$ cat src/rtl/rr_arbiter8.sv
// rr_arbiter8 - round-robin arbiter sharing one resource among 8 requesters.
//
// A grant is held until its owner asserts done, drops its request, or has
// held it for MAX_HOLD cycles. At each release the next owner is searched
// starting just after the most recent winner, with the releasing requester
// masked for that edge. All outputs are registered.
//
// Ports:
//   clk         rising-edge clock
//   rst         asynchronous, active-high reset
//   req[7:0]    request lines, bit i = requester i
//   done        current owner finished (only looked at while granted)
//   grant[7:0]  registered one-hot grant, zero when idle
//   grant_id    binary index of the grant bit, 0 when idle
//   grant_valid high while a grant is active
//   timeout     one-cycle pulse after a forced (hold-limit) release
module rr_arbiter8 #(
    parameter int unsigned MAX_HOLD = 16,
    parameter int unsigned CNT_W    = 8
) (
    input  logic       clk,
    input  logic       rst,
    input  logic [7:0] req,
    input  logic       done,
    output logic [7:0] grant,
    output logic [2:0] grant_id,
    output logic       grant_valid,
    output logic       timeout
);

    typedef enum logic {
        IDLE,
        GRANT
    } state_t;

    localparam logic [CNT_W-1:0] HOLD_LAST = CNT_W'(MAX_HOLD - 1);

    state_t           state, state_nx;
    logic [2:0]       last, last_nx;
    logic [CNT_W-1:0] hold_cnt, hold_cnt_nx;
    logic [7:0]       grant_nx;
    logic [2:0]       grant_id_nx;
    logic             grant_valid_nx;
    logic             timeout_nx;

    logic [7:0] cand;
    logic [2:0] idx;
    logic [2:0] win;
    logic       found;
    logic       owner_req;
    logic       at_limit;
    logic       release_now;

    always_comb begin
        owner_req   = req[grant_id];
        at_limit    = (hold_cnt == HOLD_LAST);
        release_now = done || !owner_req || at_limit;
    end

    // While granted, the current owner is excluded so a release is always
    // visible even when it is the only requester left.
    always_comb begin
        cand = (state == GRANT) ? (req & ~grant) : req;
    end

    // Priority search starting at last+1 and wrapping; offset 8 lands on last.
    always_comb begin
        found = 1'b0;
        win   = '0;
        idx   = '0;
        for (int unsigned i = 1; i <= 8; i++) begin
            idx = last + 3'(i);
            if (!found && cand[idx]) begin
                found = 1'b1;
                win   = idx;
            end
        end
    end

    always_comb begin
        state_nx       = state;
        last_nx        = last;
        hold_cnt_nx    = hold_cnt;
        grant_nx       = grant;
        grant_id_nx    = grant_id;
        grant_valid_nx = grant_valid;
        timeout_nx     = 1'b0;

        case (state)
            IDLE: begin
                if (found) begin
                    state_nx       = GRANT;
                    grant_nx       = 8'(1) << win;
                    grant_id_nx    = win;
                    grant_valid_nx = 1'b1;
                    last_nx        = win;
                    hold_cnt_nx    = '0;
                end
            end
            GRANT: begin
                if (!release_now) begin
                    hold_cnt_nx = hold_cnt + 1'b1;
                end else begin
                    // Only a pure hold-limit release is reported as timeout.
                    timeout_nx  = at_limit && !done && owner_req;
                    hold_cnt_nx = '0;
                    if (found) begin
                        grant_nx       = 8'(1) << win;
                        grant_id_nx    = win;
                        grant_valid_nx = 1'b1;
                        last_nx        = win;
                    end else begin
                        state_nx       = IDLE;
                        grant_nx       = '0;
                        grant_id_nx    = '0;
                        grant_valid_nx = 1'b0;
                    end
                end
            end
            default: begin
                state_nx = IDLE;
            end
        endcase
    end

    always_ff @(posedge clk or posedge rst) begin
        if (rst) begin
            state       <= IDLE;
            last        <= 3'd7;
            hold_cnt    <= '0;
            grant       <= '0;
            grant_id    <= '0;
            grant_valid <= 1'b0;
            timeout     <= 1'b0;
        end else begin
            state       <= state_nx;
            last        <= last_nx;
            hold_cnt    <= hold_cnt_nx;
            grant       <= grant_nx;
            grant_id    <= grant_id_nx;
            grant_valid <= grant_valid_nx;
            timeout     <= timeout_nx;
        end
    end

    a_grant_onehot0 : assert property (@(posedge clk) disable iff (rst)
        $onehot0(grant));
    a_valid_matches : assert property (@(posedge clk) disable iff (rst)
        grant_valid == (|grant));
    a_id_matches : assert property (@(posedge clk) disable iff (rst)
        grant == (grant_valid ? (8'(1) << grant_id) : 8'h00));
    a_hold_bound : assert property (@(posedge clk) disable iff (rst)
        (state == GRANT) |-> (hold_cnt <= HOLD_LAST));

endmodule

$ cat config.mk
export PLATFORM = sky130hd
export DESIGN_NAME = rr_arbiter8
export DESIGN_NICKNAME = d
export VERILOG_FILES = /design/src/rtl/rr_arbiter8.sv
export SDC_FILE = /design/constraint.sdc
export NUM_CORES = 1
export LEC_CHECK = 0
export ABC_CLOCK_PERIOD_IN_PS = 3700
export BUFFER_PORTS_ARGS = -buffer_cell sky130_fd_sc_hd__buf_2
export CAP_MARGIN = 5
export CORE_MARGIN = 3
export CORE_UTILIZATION = 53
export CTS_CLUSTER_SIZE = 28
export DETAILED_ROUTE_END_ITERATION = 8
export PLACE_DENSITY_LB_ADDON = 0.08
export SLEW_MARGIN = 5
export SYNTH_ARGS = -nofsm -noshare
export SYNTH_HDL_FRONTEND = slang
export SYNTH_SLANG_ARGS = --single-unit
$ cat constraint.sdc
create_clock -name clk -period 3.7 [get_ports clk]
set_clock_uncertainty 0.2 [all_clocks]
set_input_delay 0.185 -clock clk [delete_from_list [all_inputs] [get_ports clk]]
set_output_delay 0.185 -clock clk [all_outputs]
set_load 0.02 [all_outputs]
### Yosys cells after proc, flatten, opt, wreduce, memory -nomap -nowiden

Cells that the tools add are included.

| cells by class | value |
|---|---|
| mux-type cells | 57 |
| div/mod/pow operators | 0 |
| $mul | 0 |
| shifts and indexed selects | 1 |
| $lt $le $gt $ge | 9 |
| bitwise operators | 3 |
| equal/unequal tests | 3 |
| add/sub/neg operators | 8 |
| reduce and logical (&&, ||, !) cells | 21 |

Operators by type and width:

| operator | count |
|---|---|
| 8-bit two-way mux | 6 |
| 3-bit two-way mux | 13 |
| 3-bit by 4-bit less-than comparator with 1-bit output (second input constant) | 9 |
| 8-bit one-hot mux with 2 select lines | 2 |
| 1-bit binary-select mux with 3-bit select | 9 |
| 1-bit two-way mux | 23 |
| 3-bit adder (second input constant) | 4 |
| 3-bit one-hot mux with 2 select lines | 2 |
| 1-bit logical AND | 9 |
| 1-bit zero test | 9 |
| 8-bit by 1-bit adder with 8-bit output (second input constant) | 1 |
| 8-bit AND | 1 |
| 8-bit by 4-bit equality test with 1-bit output (second input constant) | 1 |
| 8-bit inverter | 1 |
| 1-bit by 3-bit left shift with 8-bit output (first input constant) | 1 |
| 3-bit by 2-bit adder with 3-bit output (second input constant) | 2 |
| 1-bit one-hot mux with 2 select lines | 2 |
| 3-bit by 1-bit adder with 3-bit output (second input constant) | 1 |
| 1-bit logical OR | 2 |
| 2-bit by 1-bit != test with 1-bit output (second input constant) | 1 |
| 2-bit != test (second input constant) | 1 |
| 2-bit AND reduction | 1 |
| 1-bit inverter | 1 |

| storage, ports and cells | value |
|---|---|
| latch bits | 0 |
| input port bits | 11 |
| bits in writable memories | 0 |
| word-level logic and storage cells | 109 |
| output and inout bits | 13 |
| memories kept | 0 |
| bits in registers | 25 |
| bits in read-only memories | 0 |

### Logic depth before layout (Yosys ltp)

| logic depth | value |
|---|---|
| depth after elaboration | 31 |
| gate-level depth with buffers | 14 |

### Least setup slack after synthesis

OpenSTA, ideal clock, no wires.

| timing | value |
|---|---|
| kind | register to register |
| start point | register last[1] |
| end point | register grant[3] |
| slack | -0.123 ns |
| data required time | 3.396 ns |
| clock period less this slack | 3.823 ns |
| setup time | 0.104 ns |
| stages on the path, launching flop included | 13 |
| path buffers | 3 |
| data arrival time | 3.519 ns |
| path through | dfstp_2 > clkbuf_1 > clkinv_1 > ha_1 > clkbuf_1 > clkinv_1 > mux4_2 > and3_1 > buf_2 > and3_4 > a2111oi_4 > nand2b_1 > o41ai_2 |

| between the ends | value |
|---|---|
| cells in the longest elaborated chain, start to end | 29 |

Ends and longest elaborated chain:

| item | line | RTL |
|---|---|---|
| start, declared | 39 | `logic [2:0] last, last_nx;` |
| start signal, assigned | 137 | `last <= last_nx;` |
| 3-bit by 1-bit adder with 3-bit output | 72 | `idx = last + 3'(i);` |
| 1-bit binary-select mux with 3-bit select | 73 | `if (!found && cand[idx]) begin` |
| 1-bit two-way mux (not written as such) | 73 |  |
| 1-bit two-way mux | 73 |  |
| 1-bit zero test | 73 |  |
| 1-bit logical AND | 73 |  |
| 1-bit two-way mux | 73 |  |
| 1-bit zero test | 73 |  |
| [... 13 more ...] | n/a |  |
| 1-bit two-way mux | 73 |  |
| 1-bit zero test | 73 |  |
| 1-bit logical AND | 73 |  |
| 3-bit two-way mux | 73 |  |
| 1-bit by 3-bit left shift with 8-bit output | 93, 108 |  |
| 8-bit two-way mux | 107 | `if (found) begin` |
| 8-bit two-way mux | 101 | `if (!release_now) begin` |
| 8-bit one-hot mux with 2 select lines | 89 | `case (state)` |
| end signal, assigned | 139 | `grant <= grant_nx;` |
| end, declared | 25 | `output logic [7:0] grant,` |

Several ways; a longest one is shown, not always the timed one. The select of a mux whose other input is x is not followed.
A chain may end at the register's enable or synchronous reset.

### Final worst setup path

| timing | value |
|---|---|
| start point | register last[1] |
| end point | register grant[7] |

Same word-level chain as after synthesis.

==> reports/qor.csv <==
stage,metric,value,unit
outcome,status,finished clean,
sta,unrepaired setup endpoints after global routing,false,
min_path,hold path cells,3,
logic_synthesis,Async SR Flop Fraction,100.0,%
global_routing,GRT Util Overall,24.40,%
clock_tree,clock transition at the registers of the reported paths,0.08,ns
global_routing,initial antenna violation count,0,
floorplanning,initial core utilization,56.52,%
floorplanning,die area,4786,um2
cells_and_area,share of layout cells above drive strength 1,30.42,%
clock_tree,Clock Sinks,25,
detailed_routing,Post-DRT Antenna Nets,0,
place,PortBufs,23,
logic_synthesis,Synth Register Bits,25,
logic_synthesis,post-synthesis cell type count,56,
detailed_routing,vias per inst,6.465,
logic_synthesis,average instance area after synthesis,10.03,um2
clock_tree,Root Driver,clkbuf_8,
logic_synthesis,"Primary FF master, synth",dfrtp_1,
cells_and_area,Total Nets Final,255,
clock_tree,"Clk Latency, worst-skew pair",0.26,ns
floorplanning,IO Pins,24,
global_routing,"Remaining Overflow, GRT",0,
global_routing,largest net degree at the start of global routing,26,
worst_setup_path,kind of critical path,reg2reg,
floorplanning,Core Area,3744,um2
floorplanning,floorplan row count,22,
sta,Final Hold Vio Count,0,
clock_tree,CTS tree,built,
detailed_routing,total number of vias,1862,
clock_tree,TritonCTS buffer count,3,
sta,setup TNS,0,ns
min_path,hold_sp,done,
worst_setup_path,Reg2Reg Depth,10,
worst_setup_path,type of origin of the critical path,flip-flop,
detailed_routing,DRT iter0 DRCs,175,
detailed_routing,WL/cell,19.60,um
worst_setup_path,Reg2Reg Launch Point,last[1]$_DFFE_PP1P_,
sta,Tightest Pin Transition,0.9594,ns
worst_setup_path,critical path arrival,3.49,ns
clock_tree,CTS H-tree depth,1,
place,DP Wirelength,4.415,mm
logic_synthesis,Syn Std Cell Area,2116,um2
sta,Final period util,95.46,%
global_routing,first-pass GRT wire length,9.528,mm
logic_synthesis,sequential cell area fraction in the yosys report,29.75,%
worst_setup_path,"Req. time, crit path",3.66,ns
global_routing,vias in the first global route,1951,
logic_synthesis,number of synthesized flops with an enable pin,0,
worst_setup_path,crit-path max FO,7,
detailed_routing,drt drc,0,
sta,clock period minus worst slack,3.532,ns
worst_setup_path,Critical Path End Type,flip-flop,
logic_synthesis,Post-Synthesis Cells,211,
logic_synthesis,Syn Nets,225,
sta,Min Hold Slack,0.1555,ns
clock_tree,CTS max path bufs,2,
logic_synthesis,synth warn,0,
cells_and_area,Diodes inserted,0,
place,Placer Congestion,0.9380,
floorplanning,Die H,69.18,um
sta,# setup viols final,0,
sta,Slew headroom,35.97,%
cells_and_area,fill count,320,
sta,fin. max-slew vios,0,
min_path,Min-Delay Path Class,in2reg,
worst_setup_path,reg2reg end,grant[7]$_DFFE_PP0P_,
floorplanning,die width,69.18,um
sta,Max Fclk,283.1,MHz
worst_setup_path,r2r setup slk,0.17,ns
detailed_routing,drt pass-1 iters,4,
detailed_routing,final wirelength,5.644,mm
cells_and_area,area delta synth->final,13.42,%
job,Max Cap Violations,0,
min_path,Worst Hold End,timeout$_DFF_PP0_,
-- per-stage QoR --
stage / area, um2 / setup WS, ns / std cells / util [%]
6_report: 2400 / 0.1681 / 288 / 64.10
5_1_grt: 2400 / 0.04929 / 288 / 64.10
4_1_cts: 2366 / 0.06088 / 287 / 63.20
3_5_place_dp: 2311 / 0.08199 / 282 / 61.73
3_3_place_gp: 2311 / 0.1539 / 282 / 61.73
2_1_floorplan: 2117 / 0.05916 / 211 / -
-- layout by cell type, fill, tap and decap left out, types with 2 or more instances in the layout --
cell type	instances
a211oi_1	2
a21bo_1	2
a21bo_2	2
a21boi_1	4
a21boi_2	4
a21o_1	6
a22o_1	3
a22oi_1	3
a32o_1	2
and2_1	2
and3_1	6
buf_2	23
buf_4	10
clkbuf_8	3
clkinv_1	2
dfrtp_1	22
dfstp_2	3
ha_1	3
inv_1	3
mux2_2	4
mux2i_1	13
mux4_2	14
nand2_1	21
nand2b_1	4
nand3_1	6
nand4_1	2
nor2_1	15
o21ai_0	11
o21ai_1	6
o22ai_1	2
o31ai_1	4
o41ai_1	2
xnor2_1	2
xor2_1	2
-- layout make-up --
type | count | area [um2] | share of cell area (%)
clock buffer | 4 | 45.04 | 1.877
inverter | 6 | 22.52 | 0.9385
multi-input combinational | 171 | 1443 | 60.11
sequential | 25 | 629.4 | 26.23
tap | 48 | 60.06 | 2.503
timing repair buffer | 34 | 200.2 | 8.342
-- worst max path at each step --
stage / from / to / slack [ns] / cells past startpoint
6_report: last[1]$_DFFE_PP1P_ / grant[7]$_DFFE_PP0P_ / 0.17 / 10
3_5_place_dp: last[1]$_DFFE_PP1P_ / grant[3]$_DFFE_PP0P_ / 0.08 / 9
3_3_place_gp: last[1]$_DFFE_PP1P_ / grant[3]$_DFFE_PP0P_ / 0.15 / 9
2_1_floorplan: last[1]$_DFFE_PP1P_ / grant[3]$_DFFE_PP0P_ / 0.06 / 12
5_1_grt: state$_DFF_PP0_ / grant[1]$_DFFE_PP0P_ / 0.05 / 9
4_1_cts: last[1]$_DFFE_PP1P_ / grant[3]$_DFFE_PP0P_ / 0.06 / 9
-- state kept, by name, indices dropped and copies added (netlist names) --
name         cells
last             3
grant_id         3
grant            8
state            1
hold_cnt         8
timeout          1
grant_valid      1
-- cells by family (layout without fill, tap and decap cells) --
group                    count (synthesis)  in the layout  synth area share (%)
AO/OA/AOI/OAI                           67             67                 24.25
AND/OR/NAND/NOR                         63             63                 14.49
multiplexers                            33             33                 24.36
flip-flops                              25             25                 29.75
buffers and inverters                   15             44                 3.311
XOR/XNOR                                 5              5                 2.070
adder cells (fa/ha/maj)                  3              3                 1.774
-- what timing repair did --
action                                  in CTS  in global routing
endpoints found under the setup margin       0                  8
buffers inserted                             0                  1
endpoints found under the hold margin       22                  0
gates resized for setup                      0                  7
hold buffers                                 1                  0
-- synth_stat cells (3+ instances only) --
cell | number | share of area (%)
dfrtp_1 | 22 | 26
nand2_1 | 21 | 3.7
nor2_1 | 15 | 2.7
mux4_2 | 14 | 15
mux2i_1 | 13 | 6.1
o21ai_0 | 11 | 2.6
a21boi_1 | 7 | 2.5
o21ai_1 | 7 | 1.7
a21o_1 | 6 | 2.1
and3_1 | 6 | 1.8
nand3_1 | 6 | 1.4
clkbuf_1 | 4 | 0.71
mux2_2 | 4 | 2.1
nand2b_1 | 4 | 1.2
o31ai_1 | 4 | 1.4
a22o_1 | 3 | 1.2
a22oi_1 | 3 | 1.1
buf_4 | 3 | 1.1
dfstp_2 | 3 | 3.7
ha_1 | 3 | 1.8
inv_1 | 3 | 0.53
xnor2_1 | 3 | 1.2
-- layer usage --
| layer | up-vias | routed length (um) | GRT usage (%) | share of wire, % |
|---|---|---|---|---|
| met4 | 0 | 133 | 10.20 | 2.4 |
| met5 | - | 0 | 0 | 0 |
| met1 | 923 | 2414 | 31.90 | 43 |
| li1 | 872 | - | - | - |
| met2 | 57 | 2920 | 41.63 | 52 |
| met3 | 10 | 175 | 1.884 | 3.1 |
-- worst max-delay path, stage by stage, from the launching register on --
cell and delay (ns):
dfstp_2 0.59, clkinv_1 0.10, ha_1 0.25, xnor2_2 0.29, mux4_2 0.60, and3_1 0.29
and3_4 0.19, a2111oi_4 0.46, buf_4 0.21, nor2_1 0.04, a22o_1 0.19
Power is left out: the tool's default activity adds up to more than one toggle a clock period on the data nets, which glitch-free logic cannot reach.
